File: src/rtl/vdot_sched.sv
// Round-robin two-requester scheduler for the pipelined fp16 dot-product unit.
// Define VDOT_SCHED_STATS_EN to add the job_cnt/ovf_cnt statistics outputs.
module vdot_sched #(
  parameter int LAT     = 5,
  parameter int MAX_OUT = 4
) (
  input  logic         Clk,
  input  logic         Rst_n,
  input  logic         req0,
  input  logic [255:0] a0,
  input  logic [255:0] b0,
  output logic         gnt0,
  input  logic         req1,
  input  logic [255:0] a1,
  input  logic [255:0] b1,
  output logic         gnt1,
  output logic [255:0] dp_A,
  output logic [255:0] dp_B,
  input  logic [15:0]  dp_out,
  input  logic         dp_V,
  output logic         rsp_valid0,
  output logic         rsp_valid1,
  output logic [15:0]  rsp_data,
  output logic         rsp_V,
  output logic         busy
`ifdef VDOT_SCHED_STATS_EN
  ,
  output logic [31:0]  job_cnt,
  output logic [15:0]  ovf_cnt
`endif
);

  typedef enum logic {PRI0, PRI1} prio_e;

  typedef struct packed {
    logic v;
    logic id;
  } tag_t;

  prio_e        ptr, ptr_nx;
  tag_t [LAT:0] tags;
  logic [3:0]   cnt0, cnt1;
  logic         el0, el1;
  logic         acc, ret0, ret1;

  // Reset gates eligibility so no grant is shown while held in reset.
  always_comb begin
    el0    = Rst_n & req0 & (cnt0 < 4'(MAX_OUT));
    el1    = Rst_n & req1 & (cnt1 < 4'(MAX_OUT));
    gnt0   = 1'b0;
    gnt1   = 1'b0;
    ptr_nx = ptr;
    unique case (1'b1)
      (el0 & ~el1): gnt0 = 1'b1;
      (el1 & ~el0): gnt1 = 1'b1;
      (el0 & el1): begin
        gnt0 = (ptr == PRI0);
        gnt1 = (ptr == PRI1);
      end
      default: ;
    endcase
    if (gnt0)
      ptr_nx = PRI1;
    else if (gnt1)
      ptr_nx = PRI0;
  end

  assign acc  = gnt0 | gnt1;
  assign ret0 = tags[LAT].v & ~tags[LAT].id;
  assign ret1 = tags[LAT].v & tags[LAT].id;

  always_ff @(posedge Clk or negedge Rst_n) begin
    if (!Rst_n)
      ptr <= PRI0;
    else
      ptr <= ptr_nx;
  end

  always_ff @(posedge Clk or negedge Rst_n) begin
    if (!Rst_n) begin
      dp_A <= '0;
      dp_B <= '0;
      tags <= '0;
    end else begin
      dp_A <= gnt0 ? a0 : (gnt1 ? a1 : '0);
      dp_B <= gnt0 ? b0 : (gnt1 ? b1 : '0);
      tags[LAT:1] <= tags[LAT-1:0];
      tags[0]     <= '{v: acc, id: gnt1};
    end
  end

  always_ff @(posedge Clk or negedge Rst_n) begin
    if (!Rst_n) begin
      cnt0 <= '0;
      cnt1 <= '0;
    end else begin
      if (gnt0 && !ret0)
        cnt0 <= cnt0 + 4'd1;
      else if (!gnt0 && ret0)
        cnt0 <= cnt0 - 4'd1;
      if (gnt1 && !ret1)
        cnt1 <= cnt1 + 4'd1;
      else if (!gnt1 && ret1)
        cnt1 <= cnt1 - 4'd1;
    end
  end

  always_ff @(posedge Clk or negedge Rst_n) begin
    if (!Rst_n) begin
      rsp_valid0 <= 1'b0;
      rsp_valid1 <= 1'b0;
      rsp_data   <= '0;
      rsp_V      <= 1'b0;
    end else begin
      rsp_valid0 <= ret0;
      rsp_valid1 <= ret1;
      if (tags[LAT].v) begin
        rsp_data <= dp_out;
        rsp_V    <= dp_V;
      end
    end
  end

  always_comb begin
    busy = rsp_valid0 | rsp_valid1;
    for (int i = 0; i <= LAT; i++)
      busy = busy | tags[i].v;
  end

`ifdef VDOT_SCHED_STATS_EN
  always_ff @(posedge Clk or negedge Rst_n) begin
    if (!Rst_n) begin
      job_cnt <= '0;
      ovf_cnt <= '0;
    end else begin
      if (acc)
        job_cnt <= job_cnt + 32'd1;
      if (tags[LAT].v && dp_V && ovf_cnt != 16'hFFFF)
        ovf_cnt <= ovf_cnt + 16'd1;
    end
  end
`endif

endmodule
File: config.mk
export PLATFORM = sky130hd
export DESIGN_NAME = vdot_sched
export DESIGN_NICKNAME = d
export VERILOG_FILES = /design/src/rtl/vdot_sched.sv
export SDC_FILE = /design/constraint.sdc
export NUM_CORES = 1
export LEC_CHECK = 0
export CORE_AREA = 2 2 615 617
export CTS_BUF_LIST = sky130_fd_sc_hd__clkbuf_8
export DETAILED_ROUTE_END_ITERATION = 10
export DIE_AREA = 0 0 617 619
export PLACE_DENSITY_LB_ADDON = 0.08
export SYNTH_ARGS = -nofsm -noshare
export SYNTH_HDL_FRONTEND = slang
export SYNTH_SLANG_ARGS = --single-unit
File: constraint.sdc
create_clock -name Clk -period 7 [get_ports Clk]
set_input_delay 0.7 -clock Clk [delete_from_list [all_inputs] [get_ports Clk]]
set_output_delay 0.7 -clock Clk [all_outputs]
set_load 0.01 [all_outputs]
Word-level counts from Yosys, hierarchy flattened
Index checks and enable logic that the tools add are counted.

operators by class
  add/sub/neg operators = 4
  $lt $le $gt $ge = 2
  multiplexer cells = 12
  bitwise logic cells = 21
  reductions and logical operators = 11

operators with widths
  operator                                                    count
  2-to-1 mux 256 bit                                          4
  2-to-1 mux 4 bit                                            4
  bitwise AND 1 bit                                           9
  adder 4 x 1 -> 4 bit, second input constant                 2
  less-than comparator 4 x 3 -> 1 bit, second input constant  2
  bitwise OR 1 bit                                            8
  subtractor 4 x 1 -> 4 bit, second input constant            2
  nonzero test 2 bit                                          3
  logical AND 1 bit                                           4
  zero test 1 bit                                             4
  inverter 1 bit                                              4
  one-hot mux 1 bit (2 select lines)                          2
  2-to-1 mux 1 bit                                            2

storage, ports and cells
  register bits after elaboration = 552
  bits of input ports = 1,045
  output and inout bits = 534
  logic and storage cells = 71

Logic depth before layout (Yosys ltp)
Gate-level depths: netlist of run 1.

  depth after elaboration = 9
  depth in mapped cells = 10
  depth with buffers taken out = 8

Worst setup path before layout of run 1
OpenSTA, ideal clock, no wires.

  path kind = input to register
  start = input port Rst_n
  end = register cnt0[3]
  library setup time = 131 ps
  data arrival time = 2,911 ps
  required time = 6,869 ps
  slack = 3,958 ps
  stages = 9
  buffers on the path = 1
  cell sequence = and4bb_2 -> a21oi_4 -> clkbuf_1 -> ha_1 -> inv_1 -> ha_1 -> or4_1 -> o211ai_1 -> o211ai_1

on the way
  cells in the longest elaborated chain, start to end = 8
  elaborated cells on any way between the ends = 13
  those cells by class = 2 x mux; 7 x bitwise; 4 x reduce/logical

ends and longest elaborated chain
  element                               line  text
  from (decl)                           8     input logic Rst_n,
  bitwise AND 1 bit (2 in series)       49    el1 = Rst_n & req1 & (cnt1 < 4'(MAX_OUT));
  inverter 1 bit                        54    (el0 & ~el1): gnt0 = 1'b1;
  bitwise AND 1 bit                     54
  one-hot mux 1 bit (2 select lines) *  53    unique case (1'b1)
  named net gnt0                        12    output logic gnt0,
  zero test 1 bit                       99    else if (!gnt0 && ret0)
  logical AND 1 bit                     99
  nonzero test 2 bit (no line)          --
  to (signal assigned)                  98    cnt0 <= cnt0 + 4'd1;
  to (signal assigned)                  100   cnt0 <= cnt0 - 4'd1;
  to (decl)                             42    logic [3:0] cnt0, cnt1;

Mark *: on every way through the listed nets, which the timed path passes. The rest lies on a longest branch.
A chain may end at the register's enable or synchronous reset.

Worst setup path after layout of run 1
  start = input port Rst_n
  end = output port gnt0

on the way
  cells in the longest elaborated chain, start to end = 5
  elaborated cells on any way between the ends = 8
  those cells by class = 1 x mux; 7 x bitwise

ends and longest elaborated chain
  element                               line
  bitwise AND 1 bit (2 in series)       49
  inverter 1 bit                        54
  bitwise AND 1 bit                     54
  one-hot mux 1 bit (2 select lines) *  53
  to (decl)                             12

Mark *: on every way between the ends. The rest lies on a longest branch, timed or not.

==> results of run 1 <==
## layout make-up
| type | instances | area share |
|---|---|---|
| clock inverters | 68 | 0.00843 |
| inverters | 5 | 0.000427 |
| diodes | 25 | 0.00142 |
| multi-input cells | 584 | 0.117 |
| well taps | 4994 | 0.142 |
| clock buffers | 159 | 0.0498 |
| flip-flops and latches | 552 | 0.314 |
| repair buffers | 1605 | 0.366 |
## cells by family after synthesis
group	count (synthesis)	synth area share
flip-flops	552	0.702
AO/OA/AOI/OAI	526	0.233
buffers and inverters	122	0.0360
AND/OR/NAND/NOR	24	0.00802
multiplexers	22	0.0124
adder cells (fa/ha/maj)	8	0.00585
XOR/XNOR	4	0.00178
## per-layer routing
| layer | global-route usage | vias up |
|---|---|---|
| met5 | 0 | - |
| met2 | 0.228 | 1030 |
| met3 | 0.0635 | 359 |
| li1 | - | 8145 |
| met4 | 0.0205 | 86 |
| met1 | 0.120 | 9486 |
## state kept, by name (all words and copies together), names as in the netlist
register,count
dp_B,256
rsp_valid1,1
rsp_data,16
rsp_V,1
cnt0,4
ptr,1
dp_A,256
tags,12
rsp_valid0,1
cnt1,4
## per-stage QoR
step / instances / utilization / hold slack [ns]
after CTS: 7967 / 0.117 / 0.141
after floorplan: 1258 / - / 0.331
after detailed placement: 7739 / 0.110 / 0.335
after global routing: 7974 / 0.117 / 0.207
final: 7992 / 0.117 / 0.297
after global placement: 7739 / 0.110 / 0.333
## power by group through the flow
stage / Combinational [mW] / Sequential, mW / Clock [mW]
finish: 4.09 / 4.29 / 4.10
global route: 4.41 / 4.38 / 4.55
CTS: 4.32 / 4.36 / 4.43
detailed placement: 4.29 / 4.39 / 0
global placement: 4.29 / 4.43 / 0
floorplan: 0.977 / 4.32 / 0
## worst max path at each step
stage	to	slack (ns)
after floorplan	cnt0[3]	3.96
after global placement	dp_B[61]	2.77
after detailed placement	dp_B[30]	2.74
after CTS	gnt0	2.25
after global routing	gnt0	2.18
final	gnt0	2.45
## Yosys cell counts
master,n
o21a_1,1
nand3b_1,2
a22o_1,512
nand4bb_4,1
o21ai_0,2
a21oi_4,1
fa_1,2
or4_1,2
nand3_1,4
o211ai_1,4
a21oi_1,4
buf_2,59
buf_4,47
mux2_2,19
nand2b_1,1
nor4_1,2
mux2i_1,3
xnor2_1,4
ha_1,6
nor3_1,2
a2111o_1,2
clkbuf_1,11
nand2_1,7
inv_1,5
and4bb_2,1
or3_1,2
dfrtp_1,552
==> flow_summary.yaml, run 1 <==
clock_network:
  cts.path.max_buffers: 4
  clock-sinks: 552
  cts_root_buffer: "clkbuf_8"
  htreeDepth: 4
  cts_hold_buffers: 1
  cts_tree: "done"
  post_cts_buffers: 0
  cts_resized: 0
  clkTransAtPathRegs_ns: 0.06
  clock_latency_ns: 0.93
  numCtsBuffers: 146
drt:
  wl_per_cell_um: 30.2
  route.detailed.drc: 0
  first_pass_iters: 6
  vias: 19106
  first_iter_violations: 795
  top_layer: "met5"
  finalWirelength_um: 241000
  wl_met3_um: 27300
  wl_met1_um: 81500
  met2_length_um: 128000
  ant_nets: 0
  via_per_inst: 2.39
power_and_ir_drop:
  ir_drop_v: 0.0000975
  p_switching_mw: 4.59
  power_leakage_nw: 17.1
  p_comb_frac: 0.328
  p_per_area_nw_per_um2: 284
  swShare: 0.368
  p_total_mw: 12.5
  p_clk_frac: 0.328
  intPower_mw: 7.89
  seqPwrFrac: 0.344
setup_path:
  cpMaxStageDelayCell: "clkdlybuf4s50_1"
  cp_top_family: "buffers and inverters"
  crit_chain: "dlygate4sd3_1 > buf_8 > buf_4 > nand4bb_4 > a21oi_4 > buf_12 > clkdlybuf4s50_1"
  r2r_cells: 7
  rr_startpoint: "tags[11]"
  critPathArrivalTime_ns: 3.85
  startpoint: "Rst_n"
  crit_buf_inv: 5
  cp.required_ns: 6.30
  path_max_fanout: 61
  worst_setup_path_start_kind: "input pin"
  max_stage_delay_ns: 0.79
  end_kind: "output pin"
  path_depth: 7
  rrSetupSlack_ns: 3.53
  worst-setup-path-type: "input pin to output pin"
  r2r-end: "cnt1[3]"
hold_path:
  hp-class: "input pin to asynchronous set/reset pin"
die:
  die_area_sq_um: 382000
  core_area_sq_um: 375000
  start_util: 0.0525
  pin_count: 1579
  rows: 225
  die_h_um: 619
  die_w_um: 617
global_routing:
  grt_max_degree: 141
  antenna_found_initial: 138
  grt-ovfl-total: 0
  track_usage: 0.122
  grt_pass1_wl_um: 292000
  grt_pass1_vias: 21517
sta:
  min_period_over_period: 0.650
  final.min_clock_period_ns: 4.55
  finalSetupTns_ns: 0
  max_freq_ghz: 0.220
  max_slew_margin: 0.190
  slew_violations: 0
  fin_ws_ns: 2.45
  rsz0062_at_grt: "false"
  hold_viol_final: 0
  worst_pin_slew_ns: 1.21
  setup_viol: 0
  clock_skew_ns: 0.0647
yosys:
  yosys-top-cells-area: "dfrtp_1, a22o_1, buf_4, buf_2, mux2_2"
  syn_nets: 2311
  synth_seq_cells: 552
  synth_top_area_frac: 0.702
  ys.warnings.count: 0
  yosysSeqAreaShare: 0.702
  synth.largest_area_cell: "dfrtp_1"
  synthDistinctLibCells: 27
  syn_avg_cell_area_sq_um: 15.6
  synthCells: 1258
  syn-cell-area_sq_um: 19700
finish:
  final_nets: 3947
  final_common_cell: "clkdlybuf4s50_1"
  drive_gt1_frac: 0.0764
  multi_input_area_sq_um: 5150
  seqCellArea_sq_um: 13800
  nFillCells: 42494
  syn_to_final_growth_pct: 124
  finalInstanceArea_sq_um: 44000
  most-common-layout-cells: "clkdlybuf4s50_1, dfrtp_1, a22o_1, clkbuf_8, inv_1"
outcome:
  status: "completed"
place:
  port_buffers: 1578
  dp_hpwl_um: 204000
  post-place-ws_ns: 2.74
  finalWeightedCongestion: 0.767
  placedInstanceArea_sq_um: 41300
flow_run:
  max_cap_viol_count: 0
Note: power is estimated with default switching activity, not from simulation.
==> inputs of run 2 (changes only) <==
--- a/config.mk
+++ b/config.mk
@@ -5,10 +5,10 @@
 export SDC_FILE = /design/constraint.sdc
 export NUM_CORES = 1
 export LEC_CHECK = 0
-export CORE_AREA = 2 2 615 617
+export CORE_AREA = 2 2 623 625
 export CTS_BUF_LIST = sky130_fd_sc_hd__clkbuf_8
 export DETAILED_ROUTE_END_ITERATION = 10
-export DIE_AREA = 0 0 617 619
+export DIE_AREA = 0 0 625 627
 export PLACE_DENSITY_LB_ADDON = 0.08
 export SYNTH_ARGS = -nofsm -noshare
 export SYNTH_HDL_FRONTEND = slang
==> constraint.sdc (replaced) <==
create_clock -name Clk -period 4.45 [get_ports Clk]
set_input_delay 0.445 -clock Clk [delete_from_list [all_inputs] [get_ports Clk]]
set_output_delay 0.445 -clock Clk [all_outputs]
set_load 0.01 [all_outputs]
==> flow_summary.yaml, run 2 (synthesis gave the netlist of run 1 again) <==
finish:
  finalInstanceArea_sq_um: 51700
  drive_gt1_frac: 0.0722
  most-common-layout-cells: "clkdlybuf4s50_1, dlygate4sd3_1, dfrtp_1, a22o_1, clkbuf_8"
  final_common_cell: "clkdlybuf4s50_1"
  syn_to_final_growth_pct: 163
  final_nets: 4660
  top_regs: "dp_A x256, dp_B x256, rsp_data x16"
power_and_ir_drop:
  p_per_area_nw_per_um2: 409
  intPower_mw: 13.9
  p_comb_frac: 0.347
  p_switching_mw: 7.30
  swShare: 0.345
  seqPwrFrac: 0.310
  ir_drop_v: 0.000148
  power_leakage_nw: 21.0
  p_clk_frac: 0.343
  p_total_mw: 21.2
sta:
  finalSetupTns_ns: 0
  hold_viol_final: 0
  max_slew_margin: 0.0266
  setup_viol: 0
  rsz0062_at_grt: "false"
  max_freq_ghz: 0.247
  min_period_over_period: 0.909
  clock_skew_ns: 0.0755
  worst_pin_slew_ns: 1.46
  final.min_clock_period_ns: 4.04
  slew_violations: 0
clock_network:
  cts_root_buffer: "clkbuf_8"
  clkTransAtPathRegs_ns: 0.06
  htreeDepth: 4
  cts_resized: 0
  clock_latency_ns: 0.93
  clock-sinks: 552
  cts_hold_buffers: 712
  cts_tree: "done"
  cts.path.max_buffers: 4
  post_cts_buffers: 0
  numCtsBuffers: 149
die:
  rows: 228
  die_w_um: 625
  core_area_sq_um: 385000
  pin_count: 1579
  die_h_um: 627
  start_util: 0.0511
  die_area_sq_um: 392000
hold_path:
  hp-class: "input pin to flip-flop"
setup_path:
  critPathArrivalTime_ns: 3.60
  cp.required_ns: 4.01
  end_kind: "output pin"
  worst-setup-path-type: "input pin to output pin"
  rrSetupSlack_ns: 1.12
  worst_setup_path_start_kind: "input pin"
  path_max_fanout: 24
place:
  placedInstanceArea_sq_um: 41400
  port_buffers: 1578
  finalWeightedCongestion: 0.723
  dp_hpwl_um: 183000
global_routing:
  track_usage: 0.110
  grt_max_degree: 135
  antenna_found_initial: 76
  grt_pass1_wl_um: 279000
  grt-ovfl-total: 0
  grt_pass1_vias: 24398
flow_run:
  max_cap_viol_count: 0
drt:
  wl_per_cell_um: 25.5
  route.detailed.drc: 0
  via_per_inst: 2.47
  vias: 21695
  first_iter_violations: 723
  first_pass_iters: 4
  ant_nets: 0
  finalWirelength_um: 224000
outcome:
  status: "completed"
## run 2: cell types whose count changed in the layout (fill, tap and decap cells not counted), moves of 3 or more
| cell | delta |
|---|---|
| buf_12 | +4 |
| clkinv_2 | +4 |
| buf_4 | -4 |
| clkbuf_8 | +38 |
| inv_1 | -9 |
| dlygate4sd3_1 | +710 |
| inv_8 | -3 |
## run 2: cell type report
cell class / count / area [sq um]
clock inverter: 61 / 327
antenna: 25 / 62.6
clock buffer: 197 / 2710
tap: 5060 / 6330
fill: 43434 / 333000
timing repair buffer: 2315 / 23300
multi-input combinational: 584 / 5150
inverter: 5 / 18.8
sequential: 552 / 13800
## run 2: power groups by stage
| stage | Sequential (mW) | Combinational, mW | Clock, mW |
|---|---|---|---|
| 6_report | 6.56 | 7.33 | 7.26 |
| 5_1_grt | 6.71 | 7.92 | 7.95 |
| 4_1_cts | 6.66 | 7.74 | 7.82 |
| 3_5_place_dp | 6.71 | 6.74 | 0 |
| 3_3_place_gp | 6.76 | 6.76 | 0 |
| 2_1_floorplan | 6.79 | 1.54 | 0 |
## run 2: metal layers
metal  share of wire  up-vias  GRT usage
li1                -     9606          -
met3           0.092      291     0.0456
met2            0.54      982      0.210
met5         0.00086        -          0
met4           0.025       36     0.0268
met1            0.34    10780      0.109
## run 2: worst max-delay path, cell delays in order
cell             delay [ns]
dlygate4sd3_1          0.53
dlygate4sd3_1          0.59
buf_8                  0.17
and4bb_2               0.29
a21oi_4                0.17
buf_4                  0.64
clkdlybuf4s50_1        0.73
## run 2: path summary, 6_finish.rpt
| path | depth (start not counted) | startpoint | endpoint |
|---|---|---|---|
| max | 7 | Rst_n | gnt0 |
| min | 2 | b1[63] | dp_B[63] |
| max reg2reg | 6 | cnt1[2] | dp_A[246] |
| min reg2reg | 0 | tags[2] | tags[4] |
| max in group asynchronous | 6 | Rst_n | dp_B[29] |
| min in group asynchronous | 4 | Rst_n | dp_B[132] |
## run 2: through the flow
| stage | utilization | hold slack, ns | setup WS [ns] | instances |
|---|---|---|---|---|
| after CTS | 0.134 | 0.000246 | 0.224 | 8774 |
| after detailed placement | 0.108 | 0.335 | 1.03 | 7804 |
| final | 0.134 | 0.172 | 0.406 | 8799 |
| after floorplan | - | 0.149 | 1.66 | 1258 |
| after global routing | 0.134 | 0.0560 | 0.258 | 8786 |
| after global placement | 0.108 | 0.332 | 1.05 | 7804 |
